File: src/rtl/riscv_defines.sv
// Shared type definitions for the integer datapath: ALU opcodes, divider
// opcodes and the sequential divider's FSM states.
package riscv_defines;

    typedef enum logic [2:0] {
        ALU_NOP = 3'd0,
        ALU_ADD = 3'd1,
        ALU_SUB = 3'd2,
        ALU_AND = 3'd3,
        ALU_OR  = 3'd4,
        ALU_XOR = 3'd5
    } alu_op_t;

    // Bit 0 set means unsigned, bit 1 set means remainder.
    typedef enum logic [1:0] {
        DIV  = 2'b00,
        DIVU = 2'b01,
        REM  = 2'b10,
        REMU = 2'b11
    } div_op_t;

    typedef enum logic [2:0] {
        IDLE = 3'd0,
        NEG  = 3'd1,
        ITER = 3'd2,
        FIX  = 3'd3,
        DONE = 3'd4
    } div_state_t;

endpackage

File: src/rtl/alu.sv
// Small combinational ALU shared by the datapath; the divider only ever
// asks it to subtract.
module alu
    import riscv_defines::*;
#(
    parameter int DATA_WIDTH = 32
) (
    input  alu_op_t                 i_alu_op,
    input  logic [DATA_WIDTH-1:0]   i_a,
    input  logic [DATA_WIDTH-1:0]   i_b,
    output logic [DATA_WIDTH-1:0]   o_result
);

    always_comb begin
        o_result = '0;
        case (i_alu_op)
            ALU_ADD: o_result = i_a + i_b;
            ALU_SUB: o_result = i_a - i_b;
            ALU_AND: o_result = i_a & i_b;
            ALU_OR:  o_result = i_a | i_b;
            ALU_XOR: o_result = i_a ^ i_b;
            default: o_result = '0;
        endcase
    end

endmodule

File: src/rtl/div_seq.sv
// Sequential 32-bit restoring divider (DIV/DIVU/REM/REMU) with fixed latency,
// special-case bypass and kill support; all arithmetic goes through one ALU.
module div_seq
    import riscv_defines::*;
#(
    parameter int DATA_WIDTH = 32
) (
    input  logic                    i_clk,
    input  logic                    i_rst,
    input  logic                    i_valid,
    output logic                    o_ready,
    input  div_op_t                 i_op,
    input  logic [DATA_WIDTH-1:0]   i_dividend,
    input  logic [DATA_WIDTH-1:0]   i_divisor,
    input  logic                    i_kill,
    output logic                    o_valid,
    output logic [DATA_WIDTH-1:0]   o_result,
    output logic                    o_busy
);

    div_state_t              state, next_state;
    logic [4:0]              count;
    logic [DATA_WIDTH-1:0]   rem, quo, dvs, result;
    logic                    is_rem, neg_a, neg_b, neg_res;

    alu_op_t                 alu_op;
    logic [DATA_WIDTH-1:0]   alu_a, alu_b, alu_res, diff;
    logic [DATA_WIDTH:0]     shifted;
    logic                    q_bit;

    logic                    accept, signed_op, div_zero, overflow, special;
    logic [DATA_WIDTH-1:0]   special_res;

    alu #(.DATA_WIDTH(DATA_WIDTH)) u_alu (
        .i_alu_op (alu_op),
        .i_a      (alu_a),
        .i_b      (alu_b),
        .o_result (alu_res)
    );

    always_comb begin
        accept      = i_valid && (state == IDLE) && !i_kill;
        signed_op   = !i_op[0];
        div_zero    = (i_divisor == '0);
        overflow    = signed_op && (i_dividend == {1'b1, {(DATA_WIDTH-1){1'b0}}})
                      && (i_divisor == '1);
        special     = div_zero || overflow;
        special_res = '0;
        if (div_zero)
            special_res = i_op[1] ? i_dividend : '1;
        else
            special_res = i_op[1] ? '0 : i_dividend;
    end

    // A negative divisor is kept as-is: s - |b| equals ~(~s - b), and
    // s >= |b| equals s > ~b, so only inverters are needed around the ALU.
    always_comb begin
        shifted = {rem, quo[DATA_WIDTH-1]};
        if (neg_b)
            q_bit = shifted[DATA_WIDTH] || (shifted[DATA_WIDTH-1:0] > ~dvs);
        else
            q_bit = shifted[DATA_WIDTH] || (shifted[DATA_WIDTH-1:0] >= dvs);
        diff = neg_b ? ~alu_res : alu_res;
    end

    always_comb begin
        alu_op = ALU_NOP;
        alu_a  = '0;
        alu_b  = '0;
        case (state)
            NEG: begin
                alu_op = ALU_SUB;
                alu_b  = quo;
            end
            ITER: begin
                alu_op = ALU_SUB;
                alu_a  = neg_b ? ~shifted[DATA_WIDTH-1:0] : shifted[DATA_WIDTH-1:0];
                alu_b  = dvs;
            end
            FIX: begin
                alu_op = ALU_SUB;
                alu_b  = is_rem ? rem : quo;
            end
            default: ;
        endcase
    end

    always_comb begin
        next_state = state;
        case (state)
            IDLE: if (accept) next_state = special ? DONE : NEG;
            NEG:  next_state = ITER;
            ITER: if (count == 5'd31) next_state = FIX;
            FIX:  next_state = DONE;
            DONE: next_state = IDLE;
            default: next_state = IDLE;
        endcase
        if (i_kill)
            next_state = IDLE;
    end

    always_ff @(posedge i_clk) begin
        if (i_rst) begin
            state   <= IDLE;
            count   <= '0;
            rem     <= '0;
            quo     <= '0;
            dvs     <= '0;
            result  <= '0;
            is_rem  <= 1'b0;
            neg_a   <= 1'b0;
            neg_b   <= 1'b0;
            neg_res <= 1'b0;
        end else begin
            state <= next_state;
            case (state)
                IDLE: if (accept) begin
                    quo     <= i_dividend;
                    dvs     <= i_divisor;
                    rem     <= '0;
                    count   <= '0;
                    is_rem  <= i_op[1];
                    neg_a   <= signed_op && i_dividend[DATA_WIDTH-1];
                    neg_b   <= signed_op && i_divisor[DATA_WIDTH-1];
                    neg_res <= i_op[1] ? (signed_op && i_dividend[DATA_WIDTH-1])
                                       : (signed_op && (i_dividend[DATA_WIDTH-1]
                                                        ^ i_divisor[DATA_WIDTH-1]));
                    if (special)
                        result <= special_res;
                end
                NEG: if (neg_a) quo <= alu_res;
                ITER: begin
                    rem   <= q_bit ? diff : shifted[DATA_WIDTH-1:0];
                    quo   <= {quo[DATA_WIDTH-2:0], q_bit};
                    count <= count + 5'd1;
                end
                FIX: if (!i_kill) begin
                    if (neg_res)
                        result <= alu_res;
                    else
                        result <= is_rem ? rem : quo;
                end
                default: ;
            endcase
        end
    end

    assign o_ready  = (state == IDLE);
    assign o_busy   = (state != IDLE);
    assign o_valid  = (state == DONE);
    assign o_result = result;

endmodule

File: config.mk
export PLATFORM = sky130hd
export DESIGN_NAME = div_seq
export DESIGN_NICKNAME = d
export VERILOG_FILES = /design/src/rtl/riscv_defines.sv /design/src/rtl/alu.sv /design/src/rtl/div_seq.sv
export SDC_FILE = /design/constraint.sdc
export NUM_CORES = 1
export LEC_CHECK = 0
export BUFFER_PORTS_ARGS = -buffer_cell sky130_fd_sc_hd__buf_2
export CORE_ASPECT_RATIO = 1.25
export CORE_MARGIN = 5
export CORE_UTILIZATION = 57
export CTS_CLUSTER_SIZE = 28
export DETAILED_ROUTE_END_ITERATION = 16
export GPL_TIMING_DRIVEN = 0
export PLACE_DENSITY = 0.77
export SYNTH_ARGS = -nofsm -noshare
export SYNTH_HDL_FRONTEND = slang
export SYNTH_SLANG_ARGS = --single-unit
export TNS_END_PERCENT = 30
File: constraint.sdc
create_clock -name i_clk -period 5.5 [get_ports i_clk]
set_clock_uncertainty 0.05 [all_clocks]
set_input_delay 0.275 -clock i_clk [delete_from_list [all_inputs] [get_ports i_clk]]
set_output_delay 0.275 -clock i_clk [all_outputs]
set_load 0.01 [all_outputs]
## After elaboration in Yosys (flattened, before gate mapping)

Cells that the tools add are included.

- $add $sub $neg: 3
- $mul: 0
- Div/mod/pow operators: 0
- $lt $le $gt $ge: 2
- Equality and inequality tests: 17
- Shift operators: 0
- Multiplexer cells: 29
- Bitwise operators: 7
- Reductions and logical operators: 25

Operators with widths:

| operator | number |
|---|---|
| 2-to-1 mux 32 bit | 15 |
| one-hot mux 32 bit (3 select lines) | 2 |
| one-hot mux 32 bit (5 select lines) | 1 |
| one-hot mux 32 bit (2 select lines) | 2 |
| NOT 32 bit | 3 |
| equality test 32 bit, second input constant | 2 |
| adder 32 bit | 1 |
| AND 32 bit | 1 |
| >= comparator 32 bit | 1 |
| greater-than comparator 32 bit | 1 |
| logical NOT 32 bit | 1 |
| OR 32 bit | 1 |
| subtractor 32 bit | 1 |
| XOR 32 bit | 1 |
| one-hot mux 3 bit (4 select lines) | 1 |
| one-hot mux 5 bit (2 select lines) | 1 |
| 2-to-1 mux 3 bit | 3 |
| logical AND 1 bit | 7 |
| equality test 2 x 3 -> 1 bit, second input constant | 2 |
| equality test 3 x 2 -> 1 bit, second input constant | 2 |
| inequality test 2 bit, second input constant | 3 |
| AND reduction 2 bit | 3 |
| nonzero test 3 bit | 2 |
| adder 5 x 1 -> 5 bit, second input constant | 1 |
| other kinds (18) | 25 |

- Register bits: 140
- Latch bits: 0
- RAM bits: 0
- ROM bits: 0
- Input bits: 70
- Output and inout port bits: 35
- Logic and storage cells: 93
- Memories kept: 0

## Logic depth before layout (Yosys ltp)

Gate-level depths: netlist of run 1.

- Depth after elaboration: 9
- Depth in mapped cells: 20
- Gate-level depth less buffers: 17

## Modules after synthesis

A second synthesis of run 1 with hierarchy kept.

- Cells, all modules: 1953
- Area total of the unflattened synthesis: 14442.6 um^2

By module, submodules not included:

| module | instances | cells each | area each (um^2) | seq. area each (um^2) |
|---|---|---|---|---|
| div_seq | 1 | 1336 | 10238.6 | 2802.7 |
| alu | 1 | 617 | 4204.0 | 0.0 |

## Worst setup path before layout of run 1

Ideal clock, no wire load.

- Path kind: register to register
- From: register is_rem
- To: register quo[28]
- Setup time: 0.086 ns
- Arrival time: 4.163 ns
- Data required time: 5.364 ns
- Slack: 1.201 ns
- Cell stages (with the launch flop): 20
- Buffers on the path: 4
- Period minus slack after synthesis: 4.299 ns
- Cell sequence: dfxtp_1 clkbuf_1 clkbuf_1 clkbuf_1 nand3_1 o21ai_0 a22oi_1 or2_2 ha_1 buf_2 and4_1 and3_1 and3_1 nand3_1 a311o_1 nand2_1 mux2_2 o2111ai_1 a222oi_1 a211oi_1

- Word-level cells in the longest chain between the ends: 6
- Elaborated cells between the ends (all ways): 10
- Those cells by class: add/sub (2); mux (5); bitwise (3)

RTL lines:

| what | line | RTL |
|---|---|---|
| start: declaration | div_seq.sv:24 | `logic is_rem, neg_a, neg_b, neg_res;` |
| start signal: assignment | div_seq.sv:122 | `is_rem <= i_op[1];` |
| 2-to-1 mux 32 bit * | div_seq.sv:82 | `alu_b = is_rem ? rem : quo;` |
| one-hot mux 32 bit (3 select lines) * | div_seq.sv:70 | `case (state)` |
| subtractor 32 bit (tied with other cells) | alu.sv:18 | `ALU_SUB: o_result = i_a - i_b;` |
| one-hot mux 32 bit (5 select lines) * | alu.sv:16 | `case (i_alu_op)` |
| 2-to-1 mux 32 bit * | div_seq.sv:131 | `NEG: if (neg_a) quo <= alu_res;` |
| one-hot mux 32 bit (3 select lines) * | div_seq.sv:116 | `case (state)` |
| end signal: assignment | div_seq.sv:118 | `quo <= i_dividend;` |
| end signal: assignment | div_seq.sv:131 |  |
| end signal: assignment | div_seq.sv:134 | `quo <= {quo[DATA_WIDTH-2:0], q_bit};` |
| end: declaration | div_seq.sv:23 | `logic [DATA_WIDTH-1:0] rem, quo, dvs, result;` |

Every way passes the cells marked *; elsewhere a longest branch is shown, timed or not. The select of a mux whose other input is x is not followed.
A chain may end at the register's enable or synchronous reset.

## Worst setup path after layout of run 1

- From: register is_rem
- To: register result[31] (netlist: o_result[31])

- Word-level cells in the longest chain between the ends: 7
- Elaborated cells between the ends (all ways): 11
- Those cells by class: add/sub (2); mux (6); bitwise (3)

RTL lines:

| what | line | RTL |
|---|---|---|
| 2-to-1 mux 32 bit * | div_seq.sv:82, div_seq.sv:141 |  |
| one-hot mux 32 bit (3 select lines) | div_seq.sv:70 |  |
| subtractor 32 bit (tied with other cells) | alu.sv:18 |  |
| one-hot mux 32 bit (5 select lines) | alu.sv:16 |  |
| 2-to-1 mux 32 bit * | div_seq.sv:138 | `if (neg_res)` |
| 2-to-1 mux 32 bit * | div_seq.sv:137 | `FIX: if (!i_kill) begin` |
| one-hot mux 32 bit (2 select lines) * | div_seq.sv:116 |  |
| end signal: assignment | div_seq.sv:129 | `result <= special_res;` |
| end signal: assignment | div_seq.sv:139 | `result <= alu_res;` |
| end signal: assignment | div_seq.sv:141 | `result <= is_rem ? rem : quo;` |
| end: declaration | div_seq.sv:23 |  |

Marked as above.

==> flow_metrics.py, run 1 <==
metrics = {
    "status": {
        "status": "finished, violations left",
        "violations": "negative setup slack",
    },
    "critical_path": {
        "critPathMaxFanout": 10,
        "start_kind": "flip-flop",
        "cp.required_ns": 5.81,
        "arrival_ns": 5.87,
        "crit_path_end_kind": "flip-flop",
        "crit_type": "flip-flop to flip-flop",
    },
    "yosys": {
        "synthCells": 1565,
        "synth_simple_gate_area_share_pct": 20.8,
        "yosysTopAreaCellShare_pct": 24.3,
        "synthAdderAreaFrac_pct": 11.9,
        "syn-num-nets": 1733,
        "synth_top_family_by_area": "compound AO/OA/AOI/OAI gates",
        "synthMuxAreaShare_pct": 2.88,
        "ys_types": 69,
        "synthFlopType": "dfxtp_1",
        "synth_top_cell_by_area": "dfxtp_1",
        "ys_ff_latch": 140,
        "synth_edf_count": 0,
        "syn_area_um2": 11600,
        "synth.avg_cell_area_um2": 7.38,
        "synth-compound-area-share_pct": 27.6,
        "synthArstFlopShare_pct": 0,
        "ys_seq_area_share_pct": 24.3,
        "yosysWarnings": 0,
        "synth_xor_area_share_pct": 6.67,
        "yosys-top-cells-area": "dfxtp_1, ha_1, nand2_1",
    },
    "clock_network": {
        "cts_buffers": 17,
        "clk_latency_ns": 0.44,
        "cts_tree": "yes",
        "post_cts_buffers": 0,
        "clk_pin_slew_ns": 0.06,
        "h-tree-depth": 4,
        "cts_root_buffer": "clkbuf_16",
        "clk_path_buf_depth": 2,
        "cts-hold-fix-buffers": 0,
        "clock-sinks": 140,
    },
    "floorplanning": {
        "design.core.area_um2": 20000,
        "start_util_pct": 57.7,
        "die_h_um": 169,
        "dieArea_um2": 23200,
        "rows": 58,
        "fp.dieW_um": 137,
        "io_pins": 105,
    },
    "global_route": {
        "track_usage_pct": 41.6,
        "grt_pass1_wl_um": 72800,
        "grt_antenna_before_repair": 0,
        "grt_pass1_vias": 12400,
        "grt_max_degree": 17,
        "grt.overflow.total": 0,
    },
    "sta": {
        "setup_viol": 2,
        "clock.fmax_mhz": 180,
        "timing.final.max_slew_violations": 0,
        "worstMarginPinSlew_ns": 1.04,
        "finalCriticalPeriod_ns": 5.55,
        "finalHoldViolations": 0,
        "slew_headroom_pct": 30.4,
        "tns_ns": -0.0666,
        "rsz0062_at_grt": "no",
        "worst_hold_slack_ns": 0.0417,
        "period_share_pct": 101,
        "fin_ws_ns": -0.0508,
    },
    "cells_and_area": {
        "synthToLayoutAreaGrowth_pct": 13.1,
        "nNetsFinal": 1854,
        "num_antenna_cells": 0,
        "fillers": 1867,
        "fin_area_um2": 13100,
        "drive_gt1_share_pct": 10.7,
    },
    "drt": {
        "wl_um": 49100,
        "vias": 13300,
        "vias_per_cell": 6.78,
        "wl_per_cell_um": 25.0,
        "dr.first_iter.drc_count": 2082,
        "drt-met1-wl_um": 17700,
        "wl_met3_um": 6810,
        "ant_nets": 0,
        "drtPass1Iterations": 11,
        "met2_length_um": 21300,
        "drcViolationCount": 0,
        "top_layer": "met4",
    },
    "placed_design": {
        "post_dp_cell_area_um2": 12400,
        "hpwl_um": 39000,
        "gp_congestion": 1.05,
        "port_buffers": 103,
    },
    "worst_hold_path": {
        "hp-class": "primary input to flip-flop",
    },
    "power_and_ir_drop": {
        "ir_worst_vdd_v": 0.000235,
        "pwr_density_cell_nw_per_um2": 240,
        "p_leak_uw": 0.00508,
        "p_total_uw": 3140,
    },
    "run": {
        "maxCapViolations": 0,
    },
}
## final timing paths
path | from | to | slack (ns) | cells past startpoint
hold / removal | i_divisor[1] | dvs[1] | 0.04 | 3
setup / recovery | is_rem | o_result[31] | -0.05 | 18
hold reg to reg | dvs[6] | dvs[6] | 0.42 | 2
setup reg to reg | is_rem | o_result[31] | -0.05 | 18
## state kept, by name (all words and copies together), names as in the netlist
signal	cells
quo	32
is_rem	1
count	5
o_result	32
rem	32
neg_a	1
dvs	32
neg_res	1
neg_b	1
state	3
## placed cells by master, fill, tap and decap left out, types with 7 or more instances in the layout
| master | instances |
|---|---|
| nand2_1 | 200 |
| nor2_1 | 155 |
| dfxtp_1 | 140 |
| o21ai_0 | 137 |
| a21oi_1 | 123 |
| buf_2 | 114 |
| ha_1 | 97 |
| clkbuf_1 | 79 |
| xnor2_1 | 61 |
| inv_1 | 59 |
| a222oi_1 | 41 |
| a211oi_1 | 37 |
| mux2i_1 | 31 |
| xor2_1 | 26 |
| nor3_1 | 24 |
| o211ai_1 | 23 |
| nand3_1 | 23 |
| a21o_1 | 21 |
| a311oi_1 | 21 |
| nand4_1 | 20 |
| nor4_1 | 18 |
| clkbuf_16 | 17 |
| nand2b_1 | 14 |
| maj3_1 | 14 |
| a221oi_1 | 13 |
| clkbuf_2 | 12 |
| and3_1 | 12 |
| nor2b_1 | 12 |
| buf_1 | 9 |
| a22oi_1 | 9 |
| or2_2 | 9 |
| and2_1 | 8 |
| o22ai_1 | 7 |
| a31oi_1 | 7 |
## stage by stage
stage | std cells | setup WS, ns | utilization [%]
final | 1969 | -0.0508 | 65.3
after global routing | 1969 | 0.0144 | 65.3
after CTS | 1970 | 0.00947 | 65.1
after detailed placement | 1938 | -0.707 | 62.0
after global placement | 1938 | -0.745 | 62.0
after floorplan | 1565 | 1.20 | -
## logic make-up after synthesis
family | Yosys count
xor+xnor | 88
simple gates | 528
flops | 140
buf+inv | 176
fa+ha+maj | 112
compound gates | 488
mux | 33
## routing by layer
metal / vias to the layer above / global-route usage [%]
met2: 1039 / 64.4
met3: 225 / 11.3
met5: - / 0
met4: 0 / 22.4
li1: 5970 / -
met1: 6106 / 52.5
## report_power, final
| group | total, uW | switching, uW | leakage, uW | internal [uW] |
|---|---|---|---|---|
| Clock | 1240 | 518 | 0.000300 | 725 |
| Combinational | 783 | 530 | 0.00364 | 252 |
| Sequential | 1110 | 54.2 | 0.00114 | 1060 |
## what timing repair did
| item | in CTS | in global routing |
|---|---|---|
| resized for setup | 10 | 20 |
| setup endpoints to repair | 49 | 28 |
| pin swaps | 0 | 0 |
| hold endpoints to repair | 0 | 0 |
## critical path: stages (launching register included)
cell	delay, ns
dfxtp_1	0.36
clkbuf_2	0.29
clkbuf_2	0.42
clkbuf_2	0.47
nand3_1	0.12
o21ai_0	0.18
a22oi_1	0.10
or2_2	0.32
ha_1	0.38
nand4_1	0.13
a211oi_1	0.55
nor2_2	0.20
o21ai_1	0.44
a21oi_1	0.18
o21ai_0	0.43
xnor2_1	0.28
o211ai_1	0.34
o21ai_0	0.14
nor2_1	0.11
## area by class of cell
| type | count | area (um^2) | area share [%] |
|---|---|---|---|
| Multi-Input combinational cell | 1249 | 8100 | 61.9 |
| Sequential cell | 140 | 2800 | 21.4 |
| Clock buffer | 18 | 429 | 3.28 |
| Clock inverter | 14 | 183 | 1.40 |
| Tap cell | 270 | 338 | 2.58 |
| Timing Repair Buffer | 103 | 515 | 3.94 |
| Buffer | 114 | 475 | 3.64 |
| Inverter | 61 | 233 | 1.78 |
## synthesized netlist by cell type, drive strengths merged, types with 5 or more instances
| cell | instances |
|---|---|
| dfxtp | 140 |
| a21oi | 123 |
| nand3b | 6 |
| and2 | 8 |
| clkbuf | 89 |
| a311oi | 21 |
| o311ai | 5 |
| o22ai | 7 |
| or3 | 5 |
| nor2b | 12 |
| a22oi | 9 |
| nor2 | 158 |
| a31oi | 8 |
| xor2 | 26 |
| maj3 | 14 |
| ha | 97 |
| xnor2 | 62 |
| a211oi | 37 |
| nand2 | 200 |
| o21bai | 5 |
| or4 | 5 |
| nor4 | 18 |
| nand2b | 14 |
| a221oi | 13 |
| nand3 | 23 |
| o211ai | 23 |
| inv | 59 |
| mux2i | 31 |
| or2 | 9 |
| nor3 | 26 |
| a21boi | 5 |
| a222oi | 41 |
| and3 | 12 |
| nand4 | 20 |
| buf | 26 |
| o21ai | 138 |
| a21o | 21 |
(Power assumes the default switching activity.)
==> run 2, diff against run 1 <==
- BUFFER_PORTS_ARGS: -buffer_cell sky130_fd_sc_hd__buf_2 -> -buffer_cell sky130_fd_sc_hd__buf_4
- CELL_PAD_IN_SITES_DETAIL_PLACEMENT: default -> 1
- CELL_PAD_IN_SITES_GLOBAL_PLACEMENT: default -> 2
- CORE_UTILIZATION: 57 -> 35
- PLACE_DENSITY: 0.77 -> default
- PLACE_DENSITY_LB_ADDON: default -> 0.1
- clock period: 5.5 -> 5.25 ns (I/O delays scaled with it)
==> run 2 against run 1 <==
  * The run now ends clean
  * Final cell count up 7.5%
  * Core utilization down 24 points
  * Via count down 2.7%
  * Largest power group unchanged
==> flow_metrics.py, run 2 (synthesis results as in run 1) <==
metrics = {
    "sta": {
        "rsz0062_at_grt": "no",
        "finalCriticalPeriod_ns": 5.18,
        "period_share_pct": 98.7,
        "finalHoldViolations": 0,
        "clock.fmax_mhz": 193,
        "timing.final.max_slew_violations": 0,
        "worstMarginPinSlew_ns": 1.07,
        "worst_hold_slack_ns": 0.0247,
        "slew_headroom_pct": 28.7,
        "setup_viol": 0,
    },
    "clock_network": {
        "clk_path_buf_depth": 2,
        "post_cts_buffers": 0,
        "clk_latency_ns": 0.45,
        "clock-sinks": 140,
        "clk_pin_slew_ns": 0.06,
        "h-tree-depth": 4,
        "cts-hold-fix-buffers": 0,
        "cts_tree": "yes",
        "cts_root_buffer": "clkbuf_16",
        "post_cts_resized": 30,
        "cts_buffers": 17,
    },
    "critical_path": {
        "crit_path_end_kind": "flip-flop",
        "arrival_ns": 5.46,
        "path_cells": "clkbuf_2 -> clkbuf_1 -> mux2i_1 -> nor2_1 -> a221oi_1 -> ha_1 -> clkbuf_1 -> and3_1 -> and3_1 -> nand3_1 -> a311o_2 -> nand2_1 -> mux2_2 -> o2111ai_1 -> a2111oi_0 -> nor2_1",
        "r2r_start": "is_rem",
        "critPathMaxFanout": 10,
        "crit_type": "flip-flop to flip-flop",
        "critPathSlowestCell": "clkbuf_1",
        "reg2reg_slack_ns": 0.07,
        "rr_endpoint": "rem[28]",
        "cp.required_ns": 5.53,
        "reg2regPathDepth": 16,
        "worst-path-buf-inv": 3,
        "critical_path.top_delay_family": "compound AO/OA/AOI/OAI gates",
        "start_kind": "flip-flop",
        "cp_slowest_stage_delay_ns": 0.80,
    },
    "global_route": {
        "grt_max_degree": 17,
        "grt.overflow.total": 0,
        "grt_pass1_wl_um": 85000,
        "grt_pass1_vias": 13200,
        "grt_antenna_before_repair": 1,
        "track_usage_pct": 30.7,
    },
    "floorplanning": {
        "io_pins": 105,
        "design.core.area_um2": 32700,
        "fp.dieW_um": 173,
        "die_h_um": 213,
        "start_util_pct": 35.4,
        "dieArea_um2": 36800,
        "rows": 74,
    },
    "drt": {
        "ant_nets": 0,
        "dr.first_iter.drc_count": 1296,
        "wl_per_cell_um": 27.5,
        "drtPass1Iterations": 6,
        "vias_per_cell": 6.13,
        "vias": 13000,
        "drcViolationCount": 0,
        "wl_um": 58100,
    },
    "cells_and_area": {
        "instances_no_fill": 2116,
        "nNetsFinal": 1853,
        "num_antenna_cells": 0,
        "synthToLayoutAreaGrowth_pct": 18.0,
        "fin_area_um2": 13600,
        "mostFrequentLayoutCells": "nand2_1, nor2_1, dfxtp_1",
        "final_util_pct": 41.7,
        "layout_commonest_cell": "nand2_1",
        "drive_gt1_share_pct": 11.4,
    },
    "worst_hold_path": {
        "holdCritStartpoint": "i_divisor[17]",
        "min_to": "dvs[17]",
        "holdPathStages": 3,
        "hp-class": "primary input to flip-flop",
    },
    "run": {
        "maxCapViolations": 0,
    },
    "placed_design": {
        "hpwl_um": 47000,
        "port_buffers": 103,
        "place_inst": 2086,
        "gp_congestion": 0.947,
        "post_dp_cell_area_um2": 12900,
    },
    "power_and_ir_drop": {
        "pwr_density_cell_nw_per_um2": 255,
        "p_leak_uw": 0.00520,
        "ir_worst_vdd_v": 0.000172,
    },
    "status": {
        "status": "finished clean",
    },
}
run 2: cell count changes in the layout (fill, tap and decap cells not counted), sizes merged:
cell	previous run	this run
clkdlybuf4s15	0	2
inv	65	59
bufinv	3	5
buf	126	123
clkbuf	109	113
run 2: layer usage:
| layer | vias up | wire length [um] | global-route usage, % |
|---|---|---|---|
| li1 | 5944 | - | - |
| met1 | 6373 | 24600 | 39.3 |
| met2 | 549 | 27200 | 51.7 |
| met3 | 107 | 4180 | 5.05 |
| met4 | 2 | 2190 | 12.4 |
| met5 | - | 13 | 0 |
run 2: report_power, final:
part | internal (uW) | switching, uW | leakage [uW]
logic | 291 | 585 | 0.00373
registers | 1110 | 61.7 | 0.00114
clock network | 906 | 524 | 0.000328
total | 2310 | 1170 | 0.00520
run 2: cell type report:
type	instances	area (um^2)
fill	4104	19000
multi-input combinational	1249	8130
sequential	140	2800
timing repair buffer	103	773
tap	418	523
buffer	113	504
clock buffer	22	494
inverter	61	230
clock inverter	10	184
run 2: worst max-delay path by stage:
| stage | slack [ns] | cells past startpoint | end | start |
|---|---|---|---|---|
| final | 0.07 | 16 | rem[28] | is_rem |
| after global routing | 0.006 | 17 | quo[28] | state[1] |
| after CTS | 0.02 | 19 | quo[24] | state[2] |
| after global placement | -1.37 | 17 | rem[31] | is_rem |
| after floorplan | 0.95 | 19 | quo[28] | is_rem |
| after detailed placement | -1.29 | 17 | rem[31] | is_rem |
run 2: per-stage QoR:
stage	TNS, ns	setup WS [ns]	power (uW)
after floorplan	0	0.951	1660
after global placement	-46.24	-1.37	2030
after CTS	0	0.0208	3470
final	0	0.0694	3480
after global routing	0	0.00566	3590
after detailed placement	-45.04	-1.29	2030
run 2: worst register-to-register path, cell delays in order, from the launching register on:
cell and delay (ns):
dfxtp_1 0.37, clkbuf_2 0.32, clkbuf_1 0.80, mux2i_1 0.38
nor2_1 0.08, a221oi_1 0.35, ha_1 0.18, clkbuf_1 0.31
and3_1 0.26, and3_1 0.19, nand3_1 0.16, a311o_2 0.43
nand2_1 0.13, mux2_2 0.16, o2111ai_1 0.32, a2111oi_0 0.51
nor2_1 0.08
==> run 3, diff against run 2 <==
- REMOVE_ABC_BUFFERS: default -> 1
==> run 3 against run 2 <==
  * Routed wire length fell by 8.2%
  * Cell area fell by 1.1%
  * Worst hold slack improved by 0.0022 ns
  * Die area did not move
  * Critical path depth fell by 1
  * Non-clock buffer count fell by 95
  * Setup slack improved by 0.11 ns
  * Sequential share of layout area rose by 0.35 points
  * Register-to-register slack improved by 0.11 ns
  * Power fell by 3.5%
  * Final cell count fell by 4.4%
  * Largest power group unchanged
==> flow_metrics.py, run 3 (synthesis results as in run 1) <==
metrics = {
    "drt": {
        "dr.first_iter.drc_count": 949,
        "vias_per_cell": 6.16,
        "drtPass1Iterations": 8,
        "wl_um": 53300,
        "ant_nets": 0,
        "wl_per_cell_um": 26.4,
        "vias": 12500,
        "drcViolationCount": 0,
    },
    "global_route": {
        "grt_pass1_wl_um": 79700,
        "grt.overflow.total": 0,
        "track_usage_pct": 28.2,
        "grt_antenna_before_repair": 3,
        "grt_pass1_vias": 12600,
        "grt_max_degree": 108,
    },
    "sta": {
        "worstMarginPinSlew_ns": 1.47,
        "fin_ws_ns": 0.180,
        "clock.fmax_mhz": 197,
        "timing.final.max_slew_violations": 0,
        "rsz0062_at_grt": "no",
        "tns_ns": 0,
        "period_share_pct": 96.6,
        "finalCriticalPeriod_ns": 5.07,
        "setup_viol": 0,
        "finalHoldViolations": 0,
        "slew_headroom_pct": 1.87,
    },
    "floorplanning": {
        "dieArea_um2": 36800,
        "design.core.area_um2": 32700,
        "start_util_pct": 35.4,
        "fp.dieW_um": 173,
        "rows": 74,
        "io_pins": 105,
        "die_h_um": 213,
    },
    "worst_hold_path": {
        "holdCritStartpoint": "i_divisor[5]",
        "hp-class": "primary input to flip-flop",
    },
    "critical_path": {
        "critical_path.startpoint": "state[0]",
        "critPathMaxFanout": 22,
        "cp.required_ns": 5.48,
        "r2r_start": "state[0]",
        "arrival_ns": 5.30,
        "start_kind": "flip-flop",
        "crit_type": "flip-flop to flip-flop",
        "crit_path_end_kind": "flip-flop",
    },
    "clock_network": {
        "cts_tree": "yes",
        "clk_pin_slew_ns": 0.07,
        "cts_buffers": 17,
        "h-tree-depth": 4,
        "clock-sinks": 140,
        "cts_root_buffer": "clkbuf_16",
        "cts-hold-fix-buffers": 0,
        "clk_latency_ns": 0.46,
        "clk_path_buf_depth": 2,
    },
    "cells_and_area": {
        "instances_no_fill": 2022,
        "layout_commonest_cell": "nand2_1",
        "synthToLayoutAreaGrowth_pct": 16.7,
        "num_antenna_cells": 0,
        "multi_input_area_um2": 8180,
        "fin_area_um2": 13500,
        "nNetsFinal": 1759,
        "drive_gt1_share_pct": 12.0,
        "mostFrequentLayoutCells": "nand2_1, nor2_1, o21ai_0",
        "regArea_um2": 2820,
        "fillers": 4058,
    },
    "placed_design": {
        "gp_congestion": 0.933,
        "port_buffers": 104,
        "post_dp_cell_area_um2": 12800,
        "place_inst": 1988,
        "place_ws_ns": -2.48,
        "hpwl_um": 38000,
    },
    "power_and_ir_drop": {
        "p_leak_uw": 0.00507,
        "pwr_density_cell_nw_per_um2": 249,
        "ir_worst_vdd_v": 0.000235,
        "p_total_uw": 3360,
    },
    "status": {
        "status": "finished clean",
    },
    "run": {
        "maxCapViolations": 0,
    },
}
-- run 3: where the power goes --
group | switching (uW) | internal (uW) | total (uW) | leakage, uW
Sequential | 79.8 | 1110 | 1190 | 0.00114
Combinational | 515 | 297 | 811 | 0.00363
Clock | 538 | 819 | 1360 | 0.000303
Total | 1130 | 2220 | 3360 | 0.00507
-- run 3: per-stage QoR --
step                hold slack, ns  utilization, %
floorplan                    0.282               -
global placement             0.397            37.9
detailed placement           0.402            39.1
CTS                        0.00210            41.2
global route                0.0158            41.3
finish                      0.0269            41.3
-- run 3: layer usage --
layer	vias up	wire [um]	track usage [%]	share of wire [%]
met4	6	2570	13.9	4.8
met1	6167	22900	34.5	43
met3	132	2250	4.02	4.2
li1	5764	-	-	-
met2	384	25600	48.7	48
met5	-	47	0	0.088
-- run 3: final cells by class --
cell class | count | area share [%]
Timing Repair Buffer | 121 | 8.21
Multi-Input combinational cell | 1250 | 60.7
Sequential cell | 140 | 20.9
Clock inverter | 11 | 1.24
Inverter | 61 | 1.71
Tap cell | 418 | 3.88
Clock buffer | 21 | 3.41
-- run 3: what timing repair did --
item / CTS / global route
resized for setup: 14 / 3
buffers inserted: 0 / 1
gates cloned: 1 / 0
hold endpoints to repair: 0 / 0
setup endpoints to repair: 87 / 11
pin swaps: 0 / 0
-- run 3: final timing paths --
kind              endpoint  slack, ns  cells after the start
hold reg to reg      neg_a       0.41                      2
setup / recovery   quo[28]       0.18                     15
hold / removal      dvs[5]       0.03                      3
setup reg to reg   quo[28]       0.18                     15
-- run 3: critical path: stages, from the launching register on --
cell	delay, ns
dfxtp_4	0.56
clkinv_2	0.27
nor2_2	0.34
and3_4	0.52
a222oi_1	0.17
ha_1	0.41
a21o_1	0.23
a21oi_1	0.19
nand2_1	0.17
a41oi_2	0.36
a311o_1	0.38
nand2_1	0.15
mux2_2	0.26
o2111ai_1	0.26
a222oi_1	0.43
a211oi_1	0.12
